<file path="src/rtl/seg_pkg.sv">
// Seven-segment bus definitions shared by the display driver and the loopback receiver.
// Patterns are a..g active-high with a in bit 6; dp is carried separately.
package seg_pkg;

  localparam int SEG_A  = 7;
  localparam int SEG_B  = 6;
  localparam int SEG_C  = 5;
  localparam int SEG_D  = 4;
  localparam int SEG_E  = 3;
  localparam int SEG_F  = 2;
  localparam int SEG_G  = 1;
  localparam int SEG_DP = 0;

  typedef logic [7:0] seg_t;

  typedef enum logic {
    ST_COLLECT = 1'b0,
    ST_HOLD    = 1'b1
  } rx_state_e;

  localparam logic [6:0] HEX_PAT [16] = '{
    7'h7E, 7'h30, 7'h6D, 7'h79, 7'h33, 7'h5B, 7'h5F, 7'h70,
    7'h7F, 7'h7B, 7'h77, 7'h1F, 7'h4E, 7'h3D, 7'h4F, 7'h47
  };

endpackage

</file>
<file path="src/rtl/seg_pat_decode.sv">
// Maps an active-high a..g pattern back to its hex nibble; unknown patterns flag err
// and decode as 0.
module seg_pat_decode
  import seg_pkg::*;
(
  input  logic [6:0] pat,
  output logic [3:0] nibble,
  output logic       err
);

  always_comb begin
    nibble = 4'h0;
    err    = 1'b1;
    for (int i = 0; i < 16; i++) begin
      if (pat == HEX_PAT[i]) begin
        nibble = 4'(i);
        err    = 1'b0;
      end
    end
  end

endmodule

</file>
<file path="src/rtl/seg_rx_decoder.sv">
// Samples a multiplexed active-low segment bus, debounces each digit and presents the
// decoded multi-digit frame on a valid/ready port.
//   state      | meaning
//   ST_COLLECT | sampling digits until every digit is accepted
//   ST_HOLD    | frame presented on out_valid, samples ignored until handshake
module seg_rx_decoder
  import seg_pkg::*;
#(
  parameter int NDIG       = 2,
  parameter int STABLE_CNT = 3
) (
  input  logic              clk,
  input  logic              rst,
  input  logic              sample_en,
  input  logic [7:0]        seg_n,
  input  logic [NDIG-1:0]   dig_sel,
  input  logic              out_ready,
  output logic              out_valid,
  output logic [4*NDIG-1:0] out_value,
  output logic [NDIG-1:0]   out_dp,
  output logic [NDIG-1:0]   out_err,
  output logic              sel_err
);

  localparam int CW = $clog2(STABLE_CNT + 1);

  rx_state_e       state_q, state_d;
  seg_t            last_q [NDIG];
  logic [CW-1:0]   cnt_q  [NDIG];
  logic [3:0]      nib_q  [NDIG];
  logic [NDIG-1:0] accept_q;
  logic [NDIG-1:0] dp_q;
  logic [NDIG-1:0] err_q;

  logic [3:0] dec_nib;
  logic       dec_err;
  logic       sel_onehot;
  logic       take;
  logic       handshake;
  logic       load_out;

  // Only one digit is lit per sample, so a single decoder serves all digits.
  seg_pat_decode u_dec (
    .pat    (seg_n[SEG_A:SEG_G] ^ 7'h7F),
    .nibble (dec_nib),
    .err    (dec_err)
  );

  assign sel_onehot = (dig_sel != '0) && ((dig_sel & (dig_sel - NDIG'(1))) == '0);
  assign take       = (state_q == ST_COLLECT) && sample_en && sel_onehot;
  assign handshake  = (state_q == ST_HOLD) && out_ready;
  assign load_out   = (state_q == ST_COLLECT) && (&accept_q);
  assign out_valid  = (state_q == ST_HOLD);

  always_ff @(posedge clk) begin
    if (rst) state_q <= ST_COLLECT;
    else     state_q <= state_d;
  end

  always_comb begin
    state_d = state_q;
    case (state_q)
      ST_COLLECT: if (&accept_q) state_d = ST_HOLD;
      ST_HOLD:    if (out_ready) state_d = ST_COLLECT;
      default:    state_d = ST_COLLECT;
    endcase
  end

  always_ff @(posedge clk) begin
    if (rst) begin
      accept_q  <= '0;
      dp_q      <= '0;
      err_q     <= '0;
      out_value <= '0;
      out_dp    <= '0;
      out_err   <= '0;
      sel_err   <= 1'b0;
      for (int i = 0; i < NDIG; i++) begin
        last_q[i] <= '0;
        cnt_q[i]  <= '0;
        nib_q[i]  <= '0;
      end
    end else begin
      sel_err <= (state_q == ST_COLLECT) && sample_en && !sel_onehot;
      if (handshake) begin
        accept_q <= '0;
        for (int i = 0; i < NDIG; i++) begin
          last_q[i] <= '0;
          cnt_q[i]  <= '0;
        end
      end else if (take) begin
        for (int i = 0; i < NDIG; i++) begin
          if (dig_sel[i]) begin
            if (seg_n == last_q[i]) begin
              if (cnt_q[i] != CW'(STABLE_CNT)) cnt_q[i] <= cnt_q[i] + CW'(1);
              if (cnt_q[i] == CW'(STABLE_CNT - 1)) begin
                accept_q[i] <= 1'b1;
                nib_q[i]    <= dec_nib;
                dp_q[i]     <= ~seg_n[SEG_DP];
                err_q[i]    <= dec_err;
              end
            end else begin
              last_q[i]   <= seg_n;
              cnt_q[i]    <= CW'(1);
              accept_q[i] <= 1'b0;
            end
          end
        end
      end
      // Output registers only change when a complete frame moves into HOLD.
      if (load_out) begin
        out_dp  <= dp_q;
        out_err <= err_q;
        for (int i = 0; i < NDIG; i++) out_value[4*i +: 4] <= nib_q[i];
      end
    end
  end

endmodule
</file>
<file path="config.mk">
export PLATFORM = sky130hd
export DESIGN_NAME = seg_rx_decoder
export DESIGN_NICKNAME = d
export VERILOG_FILES = /design/src/rtl/seg_pkg.sv /design/src/rtl/seg_pat_decode.sv /design/src/rtl/seg_rx_decoder.sv
export SDC_FILE = /design/constraint.sdc
export NUM_CORES = 1
export LEC_CHECK = 0
export BUFFER_PORTS_ARGS = -buffer_cell sky130_fd_sc_hd__buf_2
export CAP_MARGIN = 20
export CELL_PAD_IN_SITES_DETAIL_PLACEMENT = 0
export CELL_PAD_IN_SITES_GLOBAL_PLACEMENT = 2
export CORE_MARGIN = 2
export CORE_UTILIZATION = 40
export CTS_CLUSTER_DIAMETER = 30
export CTS_CLUSTER_SIZE = 16
export DETAILED_ROUTE_END_ITERATION = 8
export GPL_TIMING_DRIVEN = 0
export HOLD_SLACK_MARGIN = 0.08
export MAX_ROUTING_LAYER = met4
export PLACE_DENSITY_LB_ADDON = 0.1
export SLEW_MARGIN = 40
export SYNTH_ARGS = -nofsm -noshare
export SYNTH_HDL_FRONTEND = slang
export SYNTH_HIERARCHICAL = 1
export SYNTH_SLANG_ARGS = --single-unit
</file>
<file path="constraint.sdc">
create_clock -name clk -period 4.01 [get_ports clk]
set_clock_uncertainty 0.1 [all_clocks]
set_input_delay 0.401 -clock clk [delete_from_list [all_inputs] [get_ports clk]]
set_output_delay 0.401 -clock clk [all_outputs]
set_load 0.03 [all_outputs]
</file>
* Word level (Yosys, flattened, before mapping)
Memory sizes are Yosys's and may differ from the RTL's. A register that Yosys moved wholly into a read port is not among the register bits.
Cells that the tools add are included.
** Operators by class
- $add $sub $neg :: 3
- Eq/ne operators :: 24
- Mux-type cells :: 95
- Bitwise gates (word level) :: 17
- Reductions and logical operators :: 15
** Operator list (count)
- 7-bit equality test (second input constant) :: 12
- 1-bit 2-to-1 mux :: 68
- 4-bit 2-to-1 mux :: 10
- 8-bit 2-to-1 mux :: 4
- 7-bit by 6-bit equality test with 1-bit output (second input constant) :: 3
- 8-bit equality test :: 2
- 2-bit 2-to-1 mux :: 8
- 3-bit 2-to-1 mux :: 4
- 1-bit OR :: 12
- 5-bit AND reduction :: 2
- 7-bit by 5-bit equality test with 1-bit output (second input constant) :: 1
- 7-bit inverter :: 1
- 1-bit logical AND :: 6
- 3-bit AND reduction :: 2
- 2-bit by 1-bit adder with 2-bit output (second input constant) :: 2
- 2-bit equality test (second input constant) :: 2
- 2-bit by 1-bit inequality test with 1-bit output (second input constant) :: 2
- 2-bit inequality test (second input constant) :: 2
- 1-bit inverter :: 3
- 2-bit AND :: 1
- 2-bit zero test :: 1
- 1-bit one-hot mux with 2 select lines :: 1
- 2-bit AND reduction :: 1
- 2-bit nonzero test :: 1
- other kinds (3) :: 3
** Storage, ports and cells
- Bits in registers :: 12
- Memory bits (writable) :: 28
- Input bits :: 14
- Word-level logic and storage cells :: 167
- Memories :: 3
** Memories
- last_q :: words 2, width 8, rd ports 2, clocked after memory_dff 0, write ports 2, RTL line seg_rx_decoder.sv:28 : seg_t last_q [NDIG];
- nib_q :: words 2, width 4, rd ports 2, clocked after memory_dff 2, write ports 2, RTL line seg_rx_decoder.sv:30 : logic [3:0] nib_q [NDIG];
- cnt_q :: words 2, width 2, rd ports 2, clocked after memory_dff 0, write ports 2, RTL line seg_rx_decoder.sv:29 : logic [CW-1:0] cnt_q [NDIG];

* Logic depth before layout (Yosys ltp)
- Depth after elaboration :: 18
- Mapped depth :: 8
- Depth with buffers taken out :: 7

* Cells and area by module
The synthesis kept the hierarchy.
** By module, submodules not included
- seg_rx_decoder :: times used 1, cells each 204, area an instance 2187.1 um^2
- seg_pat_decode :: times used 1, cells each 53, area an instance 366.6 um^2

* Worst setup path after synthesis
No wires, ideal clock.
- Path kind :: reg-to-reg
- Start :: register state_q (netlist: out_valid)
- End :: memory last_q[0][0] in the netlist's numbering (enable)
- Setup time :: 0.384 ns
- Data arrival time :: 1.536 ns
- Data required time :: 3.526 ns
- Slack :: 1.990 ns
- Cell stages (with the launch flop) :: 4
- Path buffers :: 0
- Clock period less this slack :: 2.020 ns
- Path through :: dfxtp_1 nor2b_1 nand2_1 o21ai_0
** RTL lines
- start: declaration :: RTL line seg_rx_decoder.sv:27 : rx_state_e state_q, state_d;
- start signal: assignment :: RTL line seg_rx_decoder.sv:57 : else state_q <= state_d;
- end: declaration :: RTL line seg_rx_decoder.sv:28

* Worst setup path in the final report
- Start :: input seg_n[3]
- End :: register err_q[1]
** On the way
- Word-level cells in the longest chain between the ends :: 18
** Ends and longest elaborated chain
- start: declaration :: RTL line seg_rx_decoder.sv:15 : input logic [7:0] seg_n,
- 7-bit inverter (no line) *
- 7-bit equality test :: RTL line seg_pat_decode.sv:15 : if (pat == HEX_PAT[i]) begin
- 1-bit 2-to-1 mux (15 in series) :: RTL line seg_pat_decode.sv:15
- 1-bit 2-to-1 mux * :: RTL line seg_pat_decode.sv:15
- named net dec_err :: RTL line seg_rx_decoder.sv:36 : logic dec_err;
- end signal: indexed assignment :: RTL line seg_rx_decoder.sv:100 : err_q[i] <= dec_err;
- end: declaration :: RTL line seg_rx_decoder.sv:33 : logic [NDIG-1:0] err_q;
The timed path passes the listed nets; every way through them passes the cells marked *.
A chain may end at the register's enable or synchronous reset.

==> summary.log <==
INFO  status         outcome=finished clean
INFO  floorplan      core-area=6280um2
INFO  worst_setup_path critPathArrivalTime=2290ps
INFO  worst_setup_path reg2reg_setup_slack=1890ps
INFO  global_routing antenna_violations_before_repair=0
INFO  route          detailedRoute.firstPassIterationCount=5
INFO  clock_network  htreeDepth=2
INFO  synth          number_of_cells_produced_by_synthesis=257
INFO  synth          syn_avg_cell_area=9.94um2
INFO  finish         fillers=625
INFO  timing         layout_min_cycle_time=2140ps
INFO  worst_setup_path worstPathCellList=buf_2, inv_1, buf_2, xnor2_1, o22ai_1, o2bb2ai_1, nor4_1, and4_1, o21ba_2
INFO  timing         setup-violations-final=0
INFO  synth          synth_sequential_area_ratio=47.8%
INFO  worst_setup_path critical_path_depth=9
INFO  timing         timing.fmax=0.468GHz
INFO  timing         max-slew-margin-rel=43.9%
INFO  hold_path      hold_path.class=in2reg
INFO  clock_network  clkTransAtPathRegs=90ps
INFO  route          via_count_normalized_by_instance_count=5.23
INFO  timing         report.final.slew_viol_count=0
INFO  clock_network  clock-root-buffer=clkbuf_8
INFO  synth          ys_warn_count=6
INFO  global_routing globalRouteTotalUtil=16.2%
INFO  clock_network  clkLatencyLatePin=300ps
INFO  route          dr.first_iter.drc_count=65
INFO  timing         rsz0062_at_grt=no
INFO  placed_design  dpl.hpwl=4.04mm
INFO  floorplan      die-height=83.9um
INFO  worst_setup_path critical_path.slowest_cell=nor4_1
INFO  synth          ys_seq_elements=48
INFO  timing         hold_viol_final=0
INFO  clock_network  clock_tree.buffer_depth=2
INFO  route          totalWireLength=5.44mm
INFO  worst_setup_path timing.critical_path.to_type=flop
INFO  synth          synth-edff-count=26
INFO  worst_setup_path slowest_delay=540ps
INFO  synth          synthArstFlopShare=0%
INFO  finish         finalNetCount=308
INFO  run            drv.max_cap_violation_count=0
INFO  clock_network  tritoncts=yes
INFO  floorplan      floorplan.initialDensity=40.7%
INFO  finish         layout_cells_sized_above_1=20.3%
INFO  hold_path      min_delay_path_depth=2
INFO  power_and_ir_drop p_per_area=352nW/um2
INFO  synth          mappedNetlistNets=275
INFO  floorplan      io_pins=28
INFO  finish         flow.area_growth_from_synthesis=13.4%
INFO  power_and_ir_drop vdd_ir_drop_max=0.203mV
INFO  route          vias=1925
INFO  worst_setup_path timing.reg2reg.worst_path_depth=3
INFO  worst_setup_path path_class=in2reg
INFO  route          antenna_violating_nets_post_route=0
INFO  global_routing grt_start_max_net_pins=17
INFO  worst_setup_path critPathBufInv=3
INFO  global_routing global_route_wire_length_before_repair=8.86mm
INFO  clock_network  clock_sinks=48
INFO  worst_setup_path cp_max_fanout=10
INFO  placed_design  place.port_buffers=26
INFO  route          drt-wirelength-per-cell=14.8um
INFO  finish         diodes=0
INFO  floorplan      die_width=83.9um
INFO  worst_setup_path cp.required=4160ps
INFO  global_routing gr-total-overflow=0
INFO  finish         layout.area.seq=1220um2
INFO  finish         multi_input_comb_area=1180um2
INFO  synth          synth.distinct_cells=56
INFO  route          drcViolationCount=0
INFO  clock_network  cts_hold_buf=0
INFO  synth          postSynth.topFlopCell=edfxtp_1
INFO  floorplan      fp-row-count=29
INFO  power_and_ir_drop finalPower=0.00102W
INFO  global_routing vias_in_the_first_global_route=1790
INFO  worst_setup_path cpMostUsedCell=buf_2
INFO  timing         fin_crit_sh=53.3%
INFO  timing         timing.setup.tns=0ps
INFO  finish         mostFrequentLayoutCell=nand2_1
INFO  finish         layout.cells.most_common_list=37 x nand2_1, 31 x buf_2, 26 x edfxtp_1
INFO  floorplan      die_area=7040um2
INFO  clock_network  tritoncts.num_buffers=5
INFO  synth          post_synth_instance_area=2550um2
INFO  clock_network  post_cts_resized=0
INFO  clock_network  postCtsSetupRepairBufs=0
INFO  placed_design  routabilityCongestion=0.792
INFO  worst_setup_path critical-path-top-delay-family=simple AND/OR/NAND/NOR gates
INFO  timing         tightestPinTransition=836ps
INFO  worst_setup_path start_kind=primary input
INFO  power_and_ir_drop total_leakage_power=1.05nW
==> cell families after synthesis <==
kind of cell    synth area share, %
compound gates                 18.2
buf+inv                        6.12
simple gates                   20.0
fa+ha+maj                      1.96
flops                          47.8
xor+xnor                       5.83
==> worst reg2reg max path, delay by kind of cell, from the launching register on <==
family / cells / cell delay (ps)
compound gates: 1 / 700
simple gates: 2 / 560
flops: 1 / 400
==> area by class of cell <==
type	instances	area share (%)
buffer	17	3.59
clock buffer	5	2.38
clock inverter	3	1.60
inverter	14	1.82
multi-input combinational	178	40.6
sequential	48	42.2
tap	77	3.33
timing repair buffer	26	4.49
==> layer usage <==
layer	track usage, %	part of all wire [%]
met5	-	0
met4	3.96	1.1
met3	2.77	2.9
met2	24.7	45
met1	22.6	51
==> worst paths after layout <==
check	from	end
worst max register to register	out_valid$_SDFF_PP0_	last_q[0][4]$_DFFE_PP_
worst min register to register	out_value[6]$_SDFFE_PP0P_	out_value[6]$_SDFFE_PP0P_
worst min-delay path	seg_n[0]	dp_q[0]$_SDFFE_PP0P_
worst max-delay path	seg_n[3]	err_q[1]$_SDFFE_PP0P_
==> metrics by stage <==
step                      cell area, um2  instances  hold slack [ps]  worst slack (ps)  utilization (%)
after floorplan                     2550        257              331              1990                -
after global placement              2780        360              340              1420             44.3
after detailed placement            2780        360              344              1630             44.3
after CTS                           2900        368              284              1910             46.1
after global routing                2900        368              318              1770             46.1
final                               2900        368              288              1870             46.1
==> cells in the mapped netlist (4+ instances only) <==
master / number / share of area (%)
a211oi_1: 6 / 1.8
a21oi_1: 24 / 4.7
a31oi_1: 4 / 0.98
and4_1: 6 / 2.1
buf_2: 5 / 0.98
buf_6: 4 / 1.8
clkbuf_1: 7 / 1.0
dfxtp_1: 22 / 17
edfxtp_1: 26 / 31
ha_1: 4 / 2.0
inv_1: 14 / 2.1
nand2_1: 37 / 5.4
nand2b_1: 5 / 1.2
nand3_1: 4 / 0.78
nand4_1: 6 / 1.5
nor2_1: 9 / 1.3
nor2b_1: 4 / 0.98
nor3_1: 4 / 0.78
xnor2_1: 17 / 5.8
==> state kept, by name, summed over array words and instances (netlist names) <==
name,flops
last_q,16
dp_q,2
out_err,2
nib_q,8
cnt_q,4
out_dp,2
out_valid,1
sel_err,1
accept_q,2
out_value,8
err_q,2
==> report_power, final <==
| group | leakage (nW) | internal [W] | switching [W] |
|---|---|---|---|
| Sequential | 0.448 | 0.000534 | 0.00000656 |
| Clock | 0.0548 | 0.000188 | 0.000177 |
| Combinational | 0.551 | 0.0000442 | 0.0000702 |
Power figures use the tool's default switching activity.
